===== src/rtl/nec_ir_pkg.sv =====
// Shared types and timing limits for the NEC IR receiver.
// All widths are in microseconds of the 1 us tick.
package nec_ir_pkg;

   localparam int unsigned SEG_W     = 14;
   localparam int unsigned WIN_W     = 17;
   localparam int unsigned SEG_MAX   = 16383;
   localparam int unsigned T_TIMEOUT = 12000;

   localparam int unsigned T_LEAD_MARK_MIN  = 8000;
   localparam int unsigned T_LEAD_MARK_MAX  = 10000;
   localparam int unsigned T_LEAD_SPACE_MIN = 4000;
   localparam int unsigned T_LEAD_SPACE_MAX = 5000;
   localparam int unsigned T_RPT_SPACE_MIN  = 2000;
   localparam int unsigned T_RPT_SPACE_MAX  = 2500;
   localparam int unsigned T_MARK_MIN       = 400;
   localparam int unsigned T_MARK_MAX       = 700;
   localparam int unsigned T_ZERO_MIN       = 400;
   localparam int unsigned T_ZERO_MAX       = 700;
   localparam int unsigned T_ONE_MIN        = 1400;
   localparam int unsigned T_ONE_MAX        = 1900;

   localparam logic [7:0] KEY_RESET_DEF  = 8'h0C;
   localparam logic [7:0] KEY_LEFT_DEF   = 8'h0E;
   localparam logic [7:0] KEY_RIGHT_DEF  = 8'h12;
   localparam logic [7:0] KEY_SELECT_DEF = 8'h11;

   typedef enum logic [3:0] {
      S_IDLE,
      S_LEAD_MARK,
      S_LEAD_SPACE,
      S_BIT_MARK,
      S_BIT_SPACE,
      S_STOP_MARK,
      S_CHECK,
      S_RPT_STOP,
      S_RPT_CHECK
   } state_t;

   function automatic logic in_range(input logic [SEG_W-1:0] v,
                                     input int unsigned lo,
                                     input int unsigned hi);
      return (32'(v) >= lo) && (32'(v) <= hi);
   endfunction

endpackage


===== src/rtl/ir_us_tick.sv =====
// Prescaler producing a single-cycle tick every TICK_DIV clocks (1 us).
module ir_us_tick #(
   parameter int unsigned TICK_DIV = 50
) (
   input  logic clk,
   input  logic reset,
   output logic tick
);

   localparam int unsigned      CNT_W = $clog2(TICK_DIV);
   localparam logic [CNT_W-1:0] LAST  = CNT_W'(TICK_DIV - 1);

   logic [CNT_W-1:0] cnt;

   always_ff @(posedge clk) begin
      if (reset) begin
         cnt  <= '0;
         tick <= 1'b0;
      end else begin
         tick <= (cnt == LAST);
         if (cnt == LAST) cnt <= '0;
         else             cnt <= cnt + CNT_W'(1);
      end
   end

endmodule


===== src/rtl/nec_ir_decoder.sv =====
// NEC IR receiver: measures mark/space widths of the demodulated input, decodes
// frames and repeat codes, and pulses the menu button lines.
module nec_ir_decoder
   import nec_ir_pkg::*;
#(
   parameter int unsigned CLK_HZ     = 50_000_000,
   parameter bit          ADDR_CHECK = 1'b0,
   parameter logic [7:0]  ADDR       = 8'h00,
   parameter bit          REPEAT_EN  = 1'b1,
   parameter int unsigned REPEAT_WIN = 120_000,
   parameter int unsigned PULSE_CYC  = 2,
   parameter logic [7:0]  KEY_RESET  = KEY_RESET_DEF,
   parameter logic [7:0]  KEY_LEFT   = KEY_LEFT_DEF,
   parameter logic [7:0]  KEY_RIGHT  = KEY_RIGHT_DEF,
   parameter logic [7:0]  KEY_SELECT = KEY_SELECT_DEF
) (
   input  logic       clk,
   input  logic       reset,
   input  logic       E,
   output logic [7:0] key,
   output logic [7:0] addr,
   output logic       valid,
   output logic       rpt,
   output logic       err,
   output logic       w1,
   output logic       w2,
   output logic       w3,
   output logic       w4
);

   localparam int unsigned      TICK_DIV = CLK_HZ / 1_000_000;
   localparam int unsigned      HOLD_W   = (PULSE_CYC > 1) ? $clog2(PULSE_CYC) : 1;
   localparam logic [WIN_W-1:0] WIN_LAST = WIN_W'(REPEAT_WIN - 1);

   logic              tick;
   logic              e_s1, e_s2, e_d;
   logic              fall_c, rise_c;
   logic [SEG_W-1:0]  seg_us;
   state_t            state;
   logic [4:0]        bit_cnt;
   logic [31:0]       shift;
   logic [WIN_W-1:0]  win_cnt;
   logic              win_open;
   logic [HOLD_W-1:0] hold;

   logic timeout_c, lead_mark_ok_c, lead_space_ok_c, rpt_space_ok_c;
   logic mark_ok_c, zero_ok_c, one_ok_c, accept_c, abort_c;
   logic btn_ev_c, btn_map_c;
   logic [7:0] btn_key_c;

   ir_us_tick #(.TICK_DIV(TICK_DIV)) u_tick (
      .clk   (clk),
      .reset (reset),
      .tick  (tick)
   );

   assign fall_c = e_d & ~e_s2;
   assign rise_c = ~e_d & e_s2;

   assign timeout_c       = 32'(seg_us) >= T_TIMEOUT;
   assign lead_mark_ok_c  = in_range(seg_us, T_LEAD_MARK_MIN, T_LEAD_MARK_MAX);
   assign lead_space_ok_c = in_range(seg_us, T_LEAD_SPACE_MIN, T_LEAD_SPACE_MAX);
   assign rpt_space_ok_c  = in_range(seg_us, T_RPT_SPACE_MIN, T_RPT_SPACE_MAX);
   assign mark_ok_c       = in_range(seg_us, T_MARK_MIN, T_MARK_MAX);
   assign zero_ok_c       = in_range(seg_us, T_ZERO_MIN, T_ZERO_MAX);
   assign one_ok_c        = in_range(seg_us, T_ONE_MIN, T_ONE_MAX);

   assign accept_c = (shift[31:24] == ~shift[23:16]) && (shift[15:8] == ~shift[7:0]) &&
                     (!ADDR_CHECK || (shift[7:0] == ADDR));

   // Malformed segment inside a frame: drop to IDLE and flag it.
   always_comb begin
      abort_c = 1'b0;
      case (state)
         S_LEAD_MARK:  abort_c = timeout_c;
         S_LEAD_SPACE: abort_c = timeout_c || (fall_c && !lead_space_ok_c && !rpt_space_ok_c);
         S_BIT_MARK,
         S_STOP_MARK,
         S_RPT_STOP:   abort_c = timeout_c || (rise_c && !mark_ok_c);
         S_BIT_SPACE:  abort_c = timeout_c || (fall_c && !zero_ok_c && !one_ok_c);
         default:      abort_c = 1'b0;
      endcase
   end

   always_comb begin
      btn_ev_c  = 1'b0;
      btn_key_c = key;
      if (state == S_CHECK && accept_c) begin
         btn_ev_c  = 1'b1;
         btn_key_c = shift[23:16];
      end else if (state == S_RPT_CHECK && REPEAT_EN && win_open) begin
         btn_ev_c  = 1'b1;
      end
      btn_map_c = (btn_key_c == KEY_RESET) || (btn_key_c == KEY_LEFT) ||
                  (btn_key_c == KEY_RIGHT) || (btn_key_c == KEY_SELECT);
   end

   always_ff @(posedge clk) begin
      if (reset) begin
         e_s1     <= 1'b1;
         e_s2     <= 1'b1;
         e_d      <= 1'b1;
         seg_us   <= '0;
         state    <= S_IDLE;
         bit_cnt  <= '0;
         shift    <= '0;
         win_cnt  <= '0;
         win_open <= 1'b0;
         key      <= '0;
         addr     <= '0;
         valid    <= 1'b0;
         rpt      <= 1'b0;
         err      <= 1'b0;
      end else begin
         e_s1  <= E;
         e_s2  <= e_s1;
         e_d   <= e_s2;
         valid <= 1'b0;
         rpt   <= 1'b0;
         err   <= 1'b0;

         if (fall_c || rise_c)
            seg_us <= '0;
         else if (tick && seg_us != SEG_W'(SEG_MAX))
            seg_us <= seg_us + SEG_W'(1);

         if (win_open && tick) begin
            if (win_cnt == WIN_LAST) win_open <= 1'b0;
            else                     win_cnt  <= win_cnt + WIN_W'(1);
         end

         if (abort_c) begin
            state    <= S_IDLE;
            err      <= 1'b1;
            win_open <= 1'b0;
         end else begin
            case (state)
               S_IDLE:       if (fall_c) state <= S_LEAD_MARK;
               // Short or long leader marks are treated as noise, not errors.
               S_LEAD_MARK:  if (rise_c) state <= lead_mark_ok_c ? S_LEAD_SPACE : S_IDLE;
               S_LEAD_SPACE: if (fall_c) begin
                  bit_cnt <= '0;
                  state   <= lead_space_ok_c ? S_BIT_MARK : S_RPT_STOP;
               end
               S_BIT_MARK:   if (rise_c) state <= S_BIT_SPACE;
               S_BIT_SPACE:  if (fall_c) begin
                  shift   <= {one_ok_c, shift[31:1]};
                  bit_cnt <= bit_cnt + 5'd1;
                  state   <= (bit_cnt == 5'd31) ? S_STOP_MARK : S_BIT_MARK;
               end
               S_STOP_MARK:  if (rise_c) state <= S_CHECK;
               S_CHECK: begin
                  state <= S_IDLE;
                  if (accept_c) begin
                     valid    <= 1'b1;
                     key      <= shift[23:16];
                     addr     <= shift[7:0];
                     win_cnt  <= '0;
                     win_open <= 1'b1;
                  end else begin
                     err      <= 1'b1;
                     win_open <= 1'b0;
                  end
               end
               S_RPT_STOP:   if (rise_c) state <= S_RPT_CHECK;
               S_RPT_CHECK: begin
                  state <= S_IDLE;
                  if (REPEAT_EN) begin
                     if (win_open) begin
                        rpt      <= 1'b1;
                        win_cnt  <= '0;
                        win_open <= 1'b1;
                     end else begin
                        err <= 1'b1;
                     end
                  end
               end
               default:      state <= S_IDLE;
            endcase
         end
      end
   end

   // Button lines: asserted from the event cycle for PULSE_CYC cycles.
   always_ff @(posedge clk) begin
      if (reset) begin
         hold <= '0;
         w1   <= 1'b1;
         w2   <= 1'b1;
         w3   <= 1'b1;
         w4   <= 1'b0;
      end else if (btn_ev_c && btn_map_c) begin
         hold <= HOLD_W'(PULSE_CYC - 1);
         w1   <= (btn_key_c != KEY_LEFT);
         w2   <= (btn_key_c != KEY_RIGHT);
         w3   <= (btn_key_c != KEY_SELECT);
         w4   <= (btn_key_c == KEY_RESET);
      end else if (hold != '0) begin
         hold <= hold - HOLD_W'(1);
      end else begin
         w1 <= 1'b1;
         w2 <= 1'b1;
         w3 <= 1'b1;
         w4 <= 1'b0;
      end
   end

endmodule


===== config.mk =====
export PLATFORM = sky130hd
export DESIGN_NAME = nec_ir_decoder
export DESIGN_NICKNAME = d
export VERILOG_FILES = /design/src/rtl/nec_ir_pkg.sv /design/src/rtl/ir_us_tick.sv /design/src/rtl/nec_ir_decoder.sv
export SDC_FILE = /design/constraint.sdc
export NUM_CORES = 1
export LEC_CHECK = 0
export ABC_AREA = 1
export CORE_ASPECT_RATIO = 1.25
export CORE_UTILIZATION = 50
export CTS_BUF_LIST = sky130_fd_sc_hd__clkbuf_4 sky130_fd_sc_hd__clkbuf_8
export DETAILED_ROUTE_END_ITERATION = 7
export GPL_ROUTABILITY_DRIVEN = 0
export PLACE_DENSITY = 0.78
export SKIP_CTS_REPAIR_TIMING = 1
export SLEW_MARGIN = 0
export SYNTH_ARGS = -nofsm -noshare
export SYNTH_HDL_FRONTEND = slang
export SYNTH_SLANG_ARGS = --single-unit

===== constraint.sdc =====
create_clock -name clk -period 2.65 [get_ports clk]
set_input_delay 0.53 -clock clk [delete_from_list [all_inputs] [get_ports clk]]
set_output_delay 0.53 -clock clk [all_outputs]
set_load 0.02 [all_outputs]

==> impl_metrics.yaml, run 1 <==
run_status:
  status: "complete, no violations"
cells_and_area:
  drive_above_1_share_pct: 4.97
  fin_area_um2: 6710
  syn2layout_area_growth_pct: 11.4
  antenna_cells: 0
  fin_nets: 1014
clock_tree:
  cts_root_buffer: "clkbuf_8"
  cts_tree: "yes"
  clock_latency_ns: 0.39
  cts_sinks: 107
  clockBufferDepth: 2
  cts_max_level: 3
  cts_buffers: 9
  clkSlewWorstSetupHoldPaths_ns: 0.10
placed_design:
  io_buffers: 25
  post_dp_cell_area_um2: 6460
  post-dp-hpwl_um: 10000
yosys:
  synth_seq_cells: 107
  syn_area_um2: 6020
  synth_area_leaders: "dfxtp_1 36%, nand2_1 17%, inv_1 9.8%"
  synth_cell_types: 42
  yosysTopAreaCellShare_pct: 35.6
  syn_avg_cell_area_um2: 6.17
  yosys_warnings: 0
  ys_seq_area_share_pct: 35.6
  syn_nets: 988
  synth_area_leader_cell: "dfxtp_1"
  synth_cells: 976
sta:
  maxSlewHeadroom_pct: 66.6
  rsz0062_at_grt: "no"
  drv_slew: 0
  fin_crit_sh_pct: 87.7
  tightest_slew_ns: 0.498
  setup_tns_ns: 0
  setup_viol: 0
  final_hold_viol_count: 0
  fin_skew_ns: 0.0150
  fmax_ghz: 0.430
  period_needed_ns: 2.33
die:
  io_pins: 26
  coreArea_um2: 11700
  rows: 44
  die_h_um: 125
  die-width_um: 100
  start_util_pct: 51.6
  die-area_um2: 12500
min_path:
  min_to: "e_s2$_SDFF_PP1_"
  whs_path_depth: 1
  hp-class: "reg -> reg"
  min_from: "e_s1$_SDFF_PP1_"
route:
  num_vias: 5887
  post-route-drc-count: 0
  drtIter0Drc: 264
  wl_per_cell_um: 11.7
  detail-route-antenna-nets: 0
  wl_um: 13700
  drt-pass1-iter-count: 5
  viasPerCell: 5.04
global_routing:
  grt_antenna_before_repair: 0
  grtUsageTotal_pct: 23.3
  first_global_vias: 5433
  grt_pass1_wl_um: 23700
  gr-total-overflow: 0
  grt_max_degree: 38
power:
  leakagePower_nw: 2.94
  p_per_area_nw_per_um2: 416
  internal_power_mw: 2.14
  switching_power_mw: 0.654
  power_frac_clock_pct: 39.2
  p_comb_share_pct: 2.8
  vdd_drop_max_mv: 0.212
  swShare_pct: 23.4
  seq_power_share_pct: 57.9
worst_setup_path:
  critical_path_required_ns: 2.98
  reg2reg_to: "shift[30]$_SDFFE_PP0P_"
  rr_worst_depth: 15
  critPathKind: "reg -> reg"
  critPathLaunchType: "flop"
  path_max_fanout: 30
  worst_setup_path_end_kind: "flop"
  r2r_start: "seg_us[0]$_SDFFE_PP0P_"
  cp_data_arrival_time_ns: 2.65
  reg2reg_slack_ns: 0.32
flow_run:
  drv_cap: 0
cells in the final DEF, fill, tap and decap left out, types with 15 or more instances in the layout:
| cell type | netlist | routed |
|---|---|---|
| nand4_1 | 15 | 15 |
| o21ai_0 | 30 | 30 |
| nand2_1 | 271 | 271 |
| dfxtp_1 | 107 | 106 |
| nand3_1 | 77 | 77 |
| nor2_1 | 155 | 153 |
| nor3_1 | 23 | 23 |
| clkdlybuf4s50_1 | 0 | 25 |
| inv_1 | 158 | 158 |
| a21oi_1 | 41 | 41 |
power groups by stage:
stage               sequential, mW  clock [mW]  combinational, mW
floorplan                     1.65           0             0.0582
global placement              1.66           0             0.0790
detailed placement            1.66           0             0.0791
CTS                           1.62        1.12             0.0792
global route                  1.62        1.19             0.0903
finish                        1.62        1.10             0.0788
routing by layer:
metal  GRT usage, %  up-vias  share of wire, %
met1           27.7     2614                43
li1               -     3093                 -
met2           40.0      148                49
met4           12.4        0               3.5
met3           2.97       32               4.1
met5              0        -                 0
cells in the mapped netlist, drive strengths merged:
cell / instances
a41oi: 1
xnor2: 4
o21ai: 32
nand2: 273
or2: 2
mux2: 1
dfxtp: 107
o211ai: 3
a2bb2oi: 1
o21a: 1
nand4: 15
nor3b: 2
o2111ai: 1
nor4b: 1
ha: 9
and3: 3
inv: 163
a21oi: 41
nor4: 6
o22ai: 1
buf: 10
clkbuf: 13
a21boi: 1
a22o: 1
a21o: 1
nor3: 23
a31o: 1
o32ai: 2
nand3b: 2
nor2: 157
a31oi: 6
nand3: 79
xor2: 11
a22oi: 2
flip-flops by register name, indices dropped and copies added (netlist names), 4 cells and up:
signal,cells
key,8
shift,32
win_cnt,17
seg_us,14
state,4
bit_cnt,5
u_tick.cnt,6
addr,8
kinds of logic after synthesis:
| logic type | count (synthesis) | synth area share [%] |
|---|---|---|
| compound gates | 95 | 9.12 |
| buf+inv | 186 | 12.1 |
| fa+ha+maj | 9 | 1.87 |
| flops | 107 | 35.6 |
| mux | 1 | 0.187 |
| simple gates | 563 | 39.0 |
| xor+xnor | 15 | 2.18 |
area by class of cell:
type                       instances  area, um2
clock inverter                     5       66.3
inverter                         163        613
clock buffer                      11        151
multi-input combinational        683       3160
timing repair buffer              38        373
sequential                       107       2140
tap                              161        201
fill                            1175       4960
worst max path at each step:
stage | start | end
detailed placement | state[1]$_SDFFE_PP0P_ | w1$_SDFFE_PP1P_
global route | shift[21]$_SDFFE_PP0P_ | w1$_SDFFE_PP1P_
finish | seg_us[0]$_SDFFE_PP0P_ | shift[30]$_SDFFE_PP0P_
global placement | state[2]$_SDFFE_PP0P_ | w2$_SDFFE_PP1P_
floorplan | shift[22]$_SDFFE_PP0P_ | w2$_SDFFE_PP1P_
CTS | state[1]$_SDFFE_PP0P_ | w2$_SDFFE_PP1P_
worst max-delay path: stages (launching register included):
cell      delay (ns)
dfxtp_1         0.36
inv_1           0.08
ha_1            0.17
inv_1           0.07
nand3_1         0.06
nand2_1         0.06
nand3_1         0.09
nand4_1         0.19
a22oi_1         0.23
o21ai_2         0.11
a21boi_4        0.23
nand2_2         0.17
buf_12          0.22
nand2_1         0.07
inv_1           0.04
nor2_1          0.09
through the flow:
step | hold WS, ns | setup WS [ns] | std cells | total power, mW | utilization (%)
floorplan | 0.389 | 0.729 | 976 | 1.71 | -
global placement | 0.392 | 0.267 | 1150 | 1.73 | 55.3
detailed placement | 0.397 | 0.281 | 1150 | 1.73 | 55.3
CTS | 0.422 | 0.259 | 1166 | 2.82 | 57.2
global route | 0.439 | 0.0192 | 1168 | 2.90 | 57.5
finish | 0.414 | 0.325 | 1168 | 2.79 | 57.5
No activity file was read; power rests on OpenSTA's default activity.
==> run 2: changes to the inputs <==
--- a/config.mk
+++ b/config.mk
@@ -12,8 +12,10 @@
 export DETAILED_ROUTE_END_ITERATION = 7
 export GPL_ROUTABILITY_DRIVEN = 0
 export PLACE_DENSITY = 0.78
+export RECOVER_POWER = 100
 export SKIP_CTS_REPAIR_TIMING = 1
 export SLEW_MARGIN = 0
 export SYNTH_ARGS = -nofsm -noshare
 export SYNTH_HDL_FRONTEND = slang
 export SYNTH_SLANG_ARGS = --single-unit
+export TNS_END_PERCENT = 20
==> run 2 against run 1 <==
Cell count is the same. First-iteration DRC count rose by 4.5%. Non-clock buffer count is the same. Setup slack worse by 0.12 ns. Die area is the same. Final area is 0.56% lower. Core utilization fell by 0.32 points. Register-to-register slack worse by 0.12 ns. Critical path depth is 1 lower. Count of clock-buffer cells in the layout unchanged. Fmax shrank 4.9%. Sequential share of layout area rose by 0.18 points. Highest routed layer unchanged.
==> impl_metrics.yaml, run 2 (synthesized netlist as in run 1, its figures left out) <==
run_status:
  status: "complete, no violations"
clock_tree:
  cts_max_level: 3
  clkSlewWorstSetupHoldPaths_ns: 0.10
  cts_buffers: 9
  cts_root_buffer: "clkbuf_8"
  clockBufferDepth: 2
  cts_tree: "yes"
  cts_sinks: 107
  clock_latency_ns: 0.39
route:
  detail-route-antenna-nets: 0
  viasPerCell: 5.05
  wl_um: 13700
  drtIter0Drc: 276
  post-route-drc-count: 0
  drt-pass1-iter-count: 5
  wl_per_cell_um: 11.7
  num_vias: 5894
cells_and_area:
  regMostFlops: "shift"
  final_util_pct: 57.2
  syn2layout_area_growth_pct: 10.7
  top_regs: "shift: 32 flops, win_cnt: 17 flops, seg_us: 14 flops"
  final_cell_mix: "272 x nand2_1, 158 x inv_1, 153 x nor2_1"
  fin_nets: 1014
  antenna_cells: 0
  fin_area_um2: 6670
  stdcell_count: 1168
  drive_above_1_share_pct: 4.37
  layout.cells.most_common: "nand2_1"
  largest_reg_flops: 32
  num-fill-cells: 1182
worst_setup_path:
  critPathKind: "reg -> reg"
  crit_buf_inv: 3
  path_max_fanout: 21
  critPathLaunchType: "flop"
  crit_chain: "inv_1 -> ha_1 -> inv_1 -> nand3_1 -> nand2_1 -> nand3_1 -> nand4_1 -> a22oi_1 -> o21ai_2 -> a21boi_4 -> clkbuf_2 -> nand3_1 -> nand2_1 -> nor2_1"
  cpPeakStageDelay_ns: 0.42
  worst_setup_path_end_kind: "flop"
  crit_top_cell: "nand3_1"
  r2r_start: "seg_us[0]$_SDFFE_PP0P_"
  cp_data_arrival_time_ns: 2.74
  path_delay_family: "simple AND/OR/NAND/NOR gates"
  startpoint: "seg_us[0]$_SDFFE_PP0P_"
  critical_path_required_ns: 2.94
  cp_slowest_cell: "clkbuf_2"
global_routing:
  grt_pass1_wl_um: 23700
  grtUsageTotal_pct: 23.3
  grt_max_degree: 38
  first_global_vias: 5433
  gr-total-overflow: 0
  grt_antenna_before_repair: 0
power:
  power.total_mw: 2.80
  p_per_area_nw_per_um2: 419
  vdd_drop_max_mv: 0.213
  leakagePower_nw: 2.98
sta:
  fin_ws_ns: 0.204
  setup_tns_ns: 0
  drv_slew: 0
  rsz0062_at_grt: "no"
  fin_skew_ns: 0.0147
  final_hold_viol_count: 0
  maxSlewHeadroom_pct: 40.8
  setup_viol: 0
  fmax_ghz: 0.409
  holdWs_ns: 0.415
  fin_crit_sh_pct: 92.3
  tightest_slew_ns: 0.888
  period_needed_ns: 2.45
min_path:
  hp-class: "reg -> reg"
  min_from: "e_s1$_SDFF_PP1_"
flow_run:
  drv_cap: 0
die:
  start_util_pct: 51.6
  coreArea_um2: 11700
  io_pins: 26
  rows: 44
  die-area_um2: 12500
  die_h_um: 125
  die-width_um: 100
placed_design:
  dp_cells: 1150
  io_buffers: 25
  post_dp_cell_area_um2: 6460
  post-dp-hpwl_um: 10000
  place_ws_ns: 0.281
-- run 2: cell types whose count changed in the layout (fill, tap and decap cells not counted), sizes merged --
cell and change:
buf -5, dlygate4sd3 +24, clkbuf +5, clkdlybuf4s50 -24
-- run 2: worst paths after layout --
path                                 end  slack (ns)  depth (start not counted)
setup / recovery  shift[23]$_SDFFE_PP0P_        0.20                         14
hold / removal           e_s2$_SDFF_PP1_        0.42                          1
setup reg to reg  shift[23]$_SDFFE_PP0P_        0.20                         14
hold reg to reg          e_s2$_SDFF_PP1_        0.42                          1
-- run 2: per-layer routing --
metal / up-vias / share of wire, % / track usage, %
li1: 3095 / - / -
met1: 2625 / 43 / 27.7
met2: 141 / 49 / 40.0
met3: 33 / 4.1 / 2.97
met4: 0 / 3.6 / 12.4
met5: - / 0 / 0
-- run 2: final cells by class --
cell class	instances	area, um2	share of cell area, %
Clock buffer	11	151	2.27
Clock inverter	5	66.3	0.994
Inverter	163	613	9.19
Multi-Input combinational cell	683	3150	47.3
Sequential cell	107	2140	32.1
Tap cell	161	201	3.02
Timing Repair Buffer	38	343	5.14
-- run 2: worst reg2reg max path: stages, from the launching register on --
cell and delay (ns):
dfxtp_1 0.36, inv_1 0.08, ha_1 0.17, inv_1 0.07
nand3_1 0.07, nand2_1 0.06, nand3_1 0.09, nand4_1 0.19
a22oi_1 0.24, o21ai_2 0.11, a21boi_4 0.21, clkbuf_2 0.42
nand3_1 0.14, nand2_1 0.09, nor2_1 0.05
-- run 2: power by group --
part / leakage (nW) / switching, mW / internal [mW] / total, mW
Sequential: 0.863 / 0.00513 / 1.61 / 1.62
Clock: 0.108 / 0.597 / 0.502 / 1.10
Combinational: 2.01 / 0.0547 / 0.0233 / 0.0780
==> run 3: changes to the inputs <==
--- a/config.mk
+++ b/config.mk
@@ -11,7 +11,7 @@
 export CTS_BUF_LIST = sky130_fd_sc_hd__clkbuf_4 sky130_fd_sc_hd__clkbuf_8
 export DETAILED_ROUTE_END_ITERATION = 7
 export GPL_ROUTABILITY_DRIVEN = 0
-export PLACE_DENSITY = 0.78
+export PLACE_DENSITY = 0.8
 export RECOVER_POWER = 100
 export SKIP_CTS_REPAIR_TIMING = 1
 export SLEW_MARGIN = 0
==> constraint.sdc (replaced) <==
create_clock -name clk -period 2.2 [get_ports clk]
set_input_delay 0.44 -clock clk [delete_from_list [all_inputs] [get_ports clk]]
set_output_delay 0.44 -clock clk [all_outputs]
set_load 0.02 [all_outputs]
==> run 3 against run 2 <==
Largest power group unchanged. Hold slack improved by 0.0046 ns. First-iteration DRC count grew 30%. Core utilization grew 7.0 points. Flip-flop and latch count unchanged. Via count is 6.2% higher. Largest cell class unchanged. Register-to-register slack got worse by 0.19 ns. Sequential share of layout area down 2.7 points. Die area unchanged. Global-route usage is 0.70 points higher. Final area grew 12%. Highest routed layer unchanged.
==> impl_metrics.yaml, run 3 (synthesized netlist as in run 1, its figures left out) <==
sta:
  maxSlewHeadroom_pct: 12.4
  setup_viol: 0
  drv_slew: 0
  holdWs_ns: 0.420
  tightest_slew_ns: 1.31
  fmax_ghz: 0.458
  final_hold_viol_count: 0
  fin_crit_sh_pct: 99.2
  fin_skew_ns: 0.0151
  period_needed_ns: 2.18
  rsz0062_at_grt: "yes"
worst_setup_path:
  critPathKind: "reg -> reg"
  cp_data_arrival_time_ns: 2.52
  worst_setup_path_end_kind: "flop"
  rr_worst_depth: 16
  reg2reg_slack_ns: 0.02
  cpPeakStageDelay_ns: 0.38
  crit_chain: "inv_4 -> ha_4 -> inv_2 -> nand3_1 -> nand2_1 -> nand3_1 -> nand4_1 -> a22oi_2 -> o21ai_2 -> a21boi_4 -> buf_12 -> nand2_8 -> clkbuf_16 -> nand2_1 -> inv_1 -> nor2_1"
  r2r_start: "seg_us[0]$_SDFFE_PP0P_"
  critical_path_required_ns: 2.53
  critPathLaunchType: "flop"
  startpoint: "seg_us[0]$_SDFFE_PP0P_"
  path_max_fanout: 8
  cp_slowest_cell: "dfxtp_4"
  reg2reg_to: "shift[10]$_SDFFE_PP0P_"
clock_tree:
  cts_root_buffer: "clkbuf_8"
  cts_max_level: 3
  cts_sinks: 107
  cts_buffers: 9
  clkSlewWorstSetupHoldPaths_ns: 0.11
  cts_tree: "yes"
  clockBufferDepth: 2
  clock_latency_ns: 0.40
global_routing:
  grtUsageTotal_pct: 24.0
  first_global_vias: 5606
  grt_max_degree: 38
  gr-total-overflow: 0
  grt_antenna_before_repair: 0
  grt_pass1_wl_um: 24200
cells_and_area:
  layout.cells.most_common: "nand2_1"
  fin_nets: 1060
  final_cell_mix: "246 x nand2_1, 139 x inv_1, 128 x nor2_1"
  largest_reg_flops: 32
  fin_area_um2: 7480
  syn2layout_area_growth_pct: 24.2
  stdcell_count: 1214
  drive_above_1_share_pct: 19.7
  regMostFlops: "shift"
  final_util_pct: 64.1
  antenna_cells: 0
  top_regs: "shift: 32 flops, win_cnt: 17 flops, seg_us: 14 flops"
  multi_input_area_um2: 3430
  regArea_um2: 2200
  num-fill-cells: 1031
die:
  rows: 44
  io_pins: 26
  start_util_pct: 51.6
  die-area_um2: 12500
  coreArea_um2: 11700
  die_h_um: 125
  die-width_um: 100
route:
  post-route-drc-count: 0
  detail-route-antenna-nets: 0
  viasPerCell: 5.16
  drtIter0Drc: 359
  wl_per_cell_um: 13.2
  wl_um: 16000
  num_vias: 6261
  drt-pass1-iter-count: 5
placed_design:
  dp_cells: 1181
  post-dp-hpwl_um: 10200
  post_dp_cell_area_um2: 6720
  io_buffers: 25
min_path:
  hp-class: "reg -> reg"
  whs_path_depth: 1
  min_to: "e_s2$_SDFF_PP1_"
  min_from: "e_s1$_SDFF_PP1_"
power:
  p_per_area_nw_per_um2: 458
  vdd_drop_max_mv: 0.352
  leakagePower_nw: 3.27
run_status:
  status: "complete, no violations"
flow_run:
  drv_cap: 0
-- run 3: changes by cell type in the layout (fill, tap and decap cells not counted), moves of 10 or more --
cell | previous run | this run
buf_4 | 7 | 45
dfxtp_1 | 106 | 77
nand2_1 | 272 | 246
nor2_1 | 153 | 128
nand2_2 | 1 | 25
clkdlybuf4s50_1 | 1 | 24
dlygate4sd3_1 | 24 | 1
nor2_2 | 3 | 26
dfxtp_2 | 1 | 22
inv_1 | 158 | 139
inv_2 | 4 | 22
nand3_1 | 78 | 68
nand3_2 | 1 | 11
-- run 3: stage by stage --
| stage | TNS (ns) | power (mW) | worst slack, ns |
|---|---|---|---|
| final | 0 | 3.42 | 0.0167 |
| after global routing | -2.95 | 3.55 | -0.189 |
| after CTS | -0.145 | 3.48 | -0.0516 |
| after detailed placement | -0.0372 | 2.10 | -0.0167 |
| after global placement | 0 | 2.10 | 0.0147 |
| after floorplan | 0 | 2.06 | 0.279 |
-- run 3: area by class of cell --
cell class	count	area share, %
clock buffer	11	1.86
multi-input combinational	684	45.8
timing repair buffer	83	10.9
tap	161	2.69
clock inverter	5	1.14
inverter	163	8.24
sequential	107	29.4
-- run 3: layer usage --
layer  vias up  part of all wire [%]  global-route usage, %
li1       3196                     -                      -
met1      2817                    41                   29.2
met2       186                    50                   40.3
met3        62                   4.8                   4.26
met4         0                   4.5                   11.4
met5         -                     0                      0
-- run 3: worst max path at each step --
stage / to / slack [ns] / cells past startpoint
2_1_floorplan: w2$_SDFFE_PP1P_ / 0.28 / 15
3_3_place_gp: w1$_SDFFE_PP1P_ / 0.01 / 17
3_5_place_dp: w1$_SDFFE_PP1P_ / -0.02 / 17
4_1_cts: w2$_SDFFE_PP1P_ / -0.05 / 17
5_1_grt: w1$_SDFFE_PP1P_ / -0.19 / 17
6_report: shift[10]$_SDFFE_PP0P_ / 0.02 / 16
-- run 3: worst max-delay path, delay by kind of cell, from the launching register on --
family                   cells  cell delay [ns]
AND/OR/NAND/NOR              7             0.59
buffers and inverters        5             0.51
AO/OA/AOI/OAI                3             0.50
flip-flops                   1             0.38
adder cells (fa/ha/maj)      1             0.13
-- run 3: power by group --
group | switching (mW) | internal [mW] | total [mW]
Clock | 0.705 | 0.676 | 1.38
Combinational | 0.0717 | 0.0339 | 0.106
Sequential | 0.00608 | 1.93 | 1.94
Total | 0.782 | 2.64 | 3.42
==> RTL change 1 (flow settings as in run 2) <==
The parameter `CLK_HZ` goes from 50_000_000 to 25_000_000.
--- a/src/rtl/nec_ir_decoder.sv
+++ b/src/rtl/nec_ir_decoder.sv
@@ -3,7 +3,7 @@
 module nec_ir_decoder
    import nec_ir_pkg::*;
 #(
-   parameter int unsigned CLK_HZ     = 50_000_000,
+   parameter int unsigned CLK_HZ     = 25_000_000,
    parameter bit          ADDR_CHECK = 1'b0,
    parameter logic [7:0]  ADDR       = 8'h00,
    parameter bit          REPEAT_EN  = 1'b1,
Behaviour: same outputs for any inputs over 10 cycles, from zero or initial values and one cycle with reset high; that may be too few to reach the edited logic, so the function may still have changed.
==> RTL change 1 against run 2 <==
- the run now ends with capacitance limit, slew limit left
- wire length is 3.9% lower
- utilization is essentially flat
- setup slack better by 0.097 ns
- power fell by 1.8%
- area after synthesis fell by 2.8%
- via count is 3.2% lower
- final area shrank 3.7%
- sequential cell count shrank 1
==> RTL change 1: results (changes against run 2) <==
[power_and_ir_drop]
max-vdd-ir-drop_uv = 264  ; +24%
combPwrFrac = 0.023  ; -0.005
total_leakage_power_nw = 2.92  ; -2.0%
power_density_nw_per_um2 = 427  ; +1.9%
p_sw_mw = 0.675  ; +2.6%

[worst_setup_path]
regToRegSetupSlack_ns = 0.30  ; +0.10 ns
r2r_end = seg_us[13]
cpPeakStageDelay_ns = 0.48  ; +0.06 ns
crit_slowest_cell = nor3_1
cp_max_fo = 6  ; -71%
arrival_ns = 2.64  ; -0.10 ns
worstRegToRegCells = 9  ; -5
reg2reg_from = seg_us[11]

[timing]
clock_skew_ns = 0.0124  ; -0.00228 ns
slew_violations = 36  ; +36
tightest_slew_ns = 1.63  ; +0.740 ns

[finish]
fin_area_sq_um = 6430  ; -3.7%
inverters = 126  ; -23%
nets = 966  ; -4.7%
drive_above_1_share = 0.0615  ; +0.0178
fillers = 1109  ; -6.2%
clk_share = 0.0325  ; -0.000124
nonClkBufAreaFrac = 0.0481  ; -0.00331
multi_input_area_share = 0.489  ; +0.0168
seq_share = 0.330  ; +0.00889
n_all_buffers = 32  ; -16%
nMultiInputCombCells = 679  ; -0.59%

[logic_synthesis]
ys_seq_area_frac = 0.362  ; +0.00676
synthDistinctLibCells = 40  ; -4.8%
ys_ff_latch = 106  ; -0.93%
syn_nets = 947  ; -4.1%
syn_avg_cell_area_sq_um = 6.26  ; +1.5%
synth_commonest_cells = nand2_1 (261), nor2_1 (158), inv_1 (109)
ys_top_cells_by_area = dfxtp_1 (36%), nand2_1 (17%), nor2_1 (10%), inv_1 (7.0%), a21oi_1 (5.0%)

[flow_run]
drv_cap = 1  ; +1

[grt]
grt_pass1_vias = 5193  ; -4.4%
grt_first_pass_wirelength_microns = 22300  ; -5.8%
grt_use_met2 = 0.413  ; +0.0121
grt_use_total = 0.225  ; -0.00721
grt_max_degree = 61  ; +61%
met3_usage = 0.0379  ; +0.00813
use_met1 = 0.259  ; -0.0186

[run_status]
failed_checks = capacitance limit, slew limit
status = finished with violations

[hold_path]
hp-class = register to register
whs_path_depth = 1  ; unchanged
holdPathEnd = e_s2

[route]
post_drt_via_cell_ratio = 5.22  ; +3.4%
dr_wl_met3_microns = 577  ; +2.5%
drt-met1-wl_microns = 5730  ; -2.3%
wl_microns = 13100  ; -3.9%
wl_met2_microns = 6440  ; -4.3%
dr.max_layer_used = met4
drtIter0Drc = 274  ; -0.72%

[placed_design]
place.detailed.hpwl_microns = 9470  ; -5.4%
dpl-instance-area_sq_um = 6230  ; -3.5%
port_buffers = 25  ; unchanged

-- RTL change 1: metrics by stage --
| stage | hold WS, ns | setup slack [ns] | instances |
|---|---|---|---|
| after detailed placement | 0.397 | 0.348 | 1078 |
| after CTS | 0.421 | 0.323 | 1094 |
| final | 0.419 | 0.301 | 1094 |
| after global placement | 0.399 | 0.401 | 1078 |
| after global routing | 0.461 | 0.0781 | 1094 |
| after floorplan | 0.389 | 0.763 | 935 |
-- RTL change 1: worst max-delay path by stage --
stage,cells past startpoint,start,endpoint
final,9,seg_us[11],seg_us[13]
after global routing,16,seg_us[10],shift[10]
after CTS,15,shift[20],w3
after detailed placement,15,shift[20],w3
after global placement,15,shift[20],w3
after floorplan,10,win_cnt[0],win_cnt[16]
-- RTL change 1: cell families after synthesis --
family	synth area share
compound gates	0.110
xor+xnor	0.0150
fa+ha+maj	0.0192
buf+inv	0.0993
flops	0.362
mux	0.00192
simple gates	0.393
==> RTL change 2 (config.mk and constraints of run 2) <==
Made on the original files. Compare `win_cnt` against `WIN_LAST` with >= in place of ==.
--- a/src/rtl/nec_ir_decoder.sv
+++ b/src/rtl/nec_ir_decoder.sv
@@ -125,7 +125,7 @@
             seg_us <= seg_us + SEG_W'(1);
 
          if (win_open && tick) begin
-            if (win_cnt == WIN_LAST) win_open <= 1'b0;
+            if (win_cnt >= WIN_LAST) win_open <= 1'b0;
             else                     win_cnt  <= win_cnt + WIN_W'(1);
          end
 
Formal check against the unedited RTL: no difference found for any inputs over 10 cycles, from zero or initial values and one cycle with reset high; that may be too few to reach the edited logic, so the function may still have changed.
==> RTL change 2 against run 2 <==
- the run now ends with DRC left
- power fell by 0.93%
- wire length down 7.5%
- non-clock buffer count decreased by 7
- global-route usage is 1.4 points lower
- area after synthesis down 4.2%
- setup slack improved by 0.082 ns
- combinational power decreased by 6.0%
- final area down 5.2%
- synthesized cell count down 8.3%
- sequential cell count did not move
- largest cell class unchanged
- largest power group unchanged
==> RTL change 2: results (changes against run 2) <==
[run_status]
status = finished with violations
failed_checks = DRC

[finish]
regArea_sq_um = 2140  ; about the same
final_cells = 1060  ; -9.2%

[power_and_ir_drop]
total_leakage_power_nw = 2.73  ; -8.5%

[worst_setup_path]
reg2reg_from = shift[22]
arrival_ns = 2.59  ; -0.15 ns
worstRegToRegCells = 15  ; +1
r2r_end = w2
cpPeakStageDelay_ns = 0.48  ; +0.06 ns

[route]
drtIter0Drc = 259  ; -6.2%
post_drt_via_cell_ratio = 5.12  ; +1.5%
drc_errors = 1  ; +1
wire_per_inst_microns = 11.9  ; +1.9%
first_pass_iters = 7  ; +2

[logic_synthesis]
syn_nets = 907  ; -8.2%
ys_seq_area_frac = 0.371  ; +0.0155

[placed_design]
place.detailed.hpwl_microns = 9360  ; -6.5%
place_ws_ns = 0.369  ; +0.0877 ns
dpl-instance-area_sq_um = 6150  ; -4.7%

[timing]
hold_ws_ns = 0.435  ; +0.0201 ns
slew_headroom = 0.411  ; +0.00295

[grt]
grt_first_pass_wirelength_microns = 21500  ; -9.5%
grt_pass1_vias = 4994  ; -8.1%
grt_use_total = 0.218  ; -0.0143

-- RTL change 2: changes by cell type in the layout (fill, tap and decap cells not counted), sizes merged, moves of 7 or more --
| cell | run 2 | this run |
|---|---|---|
| buf | 8 | 1 |
| o21ai | 32 | 66 |
| inv | 165 | 129 |
| a21oi | 41 | 62 |
| nand2 | 273 | 252 |
| nor3 | 23 | 13 |
| nor2 | 157 | 122 |
| nand3 | 79 | 56 |
-- RTL change 2: power by group --
part	internal [mW]	switching (mW)	total, mW	leakage (nW)
combinational	0.0222	0.0511	0.0733	1.76
clock	0.520	0.558	1.08	0.109
sequential	1.61	0.00523	1.62	0.863
total	2.16	0.614	2.77	2.73
-- RTL change 2: final cells by class --
cell class                      count  area share
Multi-Input combinational cell    642       0.479
Sequential cell                   107       0.339
Inverter                          129      0.0767
Timing Repair Buffer               31      0.0441
Tap cell                          135      0.0267
Clock buffer                       12      0.0261
Clock inverter                      4     0.00870
-- RTL change 2: cells by family (layout without fill, tap and decap cells) --
kind of cell,after synthesis,in the layout,synth area share
AOI/OAI and AO/OA,147,147,0.137
xor gates and xnor gates,17,17,0.0258
and+or+nand+nor,469,469,0.346
DFF,107,107,0.371
adders and majority gates,9,9,0.0195
buffers and inverters,146,176,0.101
-- RTL change 2: per-layer routing --
layer / track usage / share of wire / vias up
met5: 0 / 0 / -
met4: 0.0919 / 0.023 / 0
met1: 0.245 / 0.43 / 2396
li1: - / - / 2902
met3: 0.0316 / 0.034 / 20
met2: 0.411 / 0.51 / 110
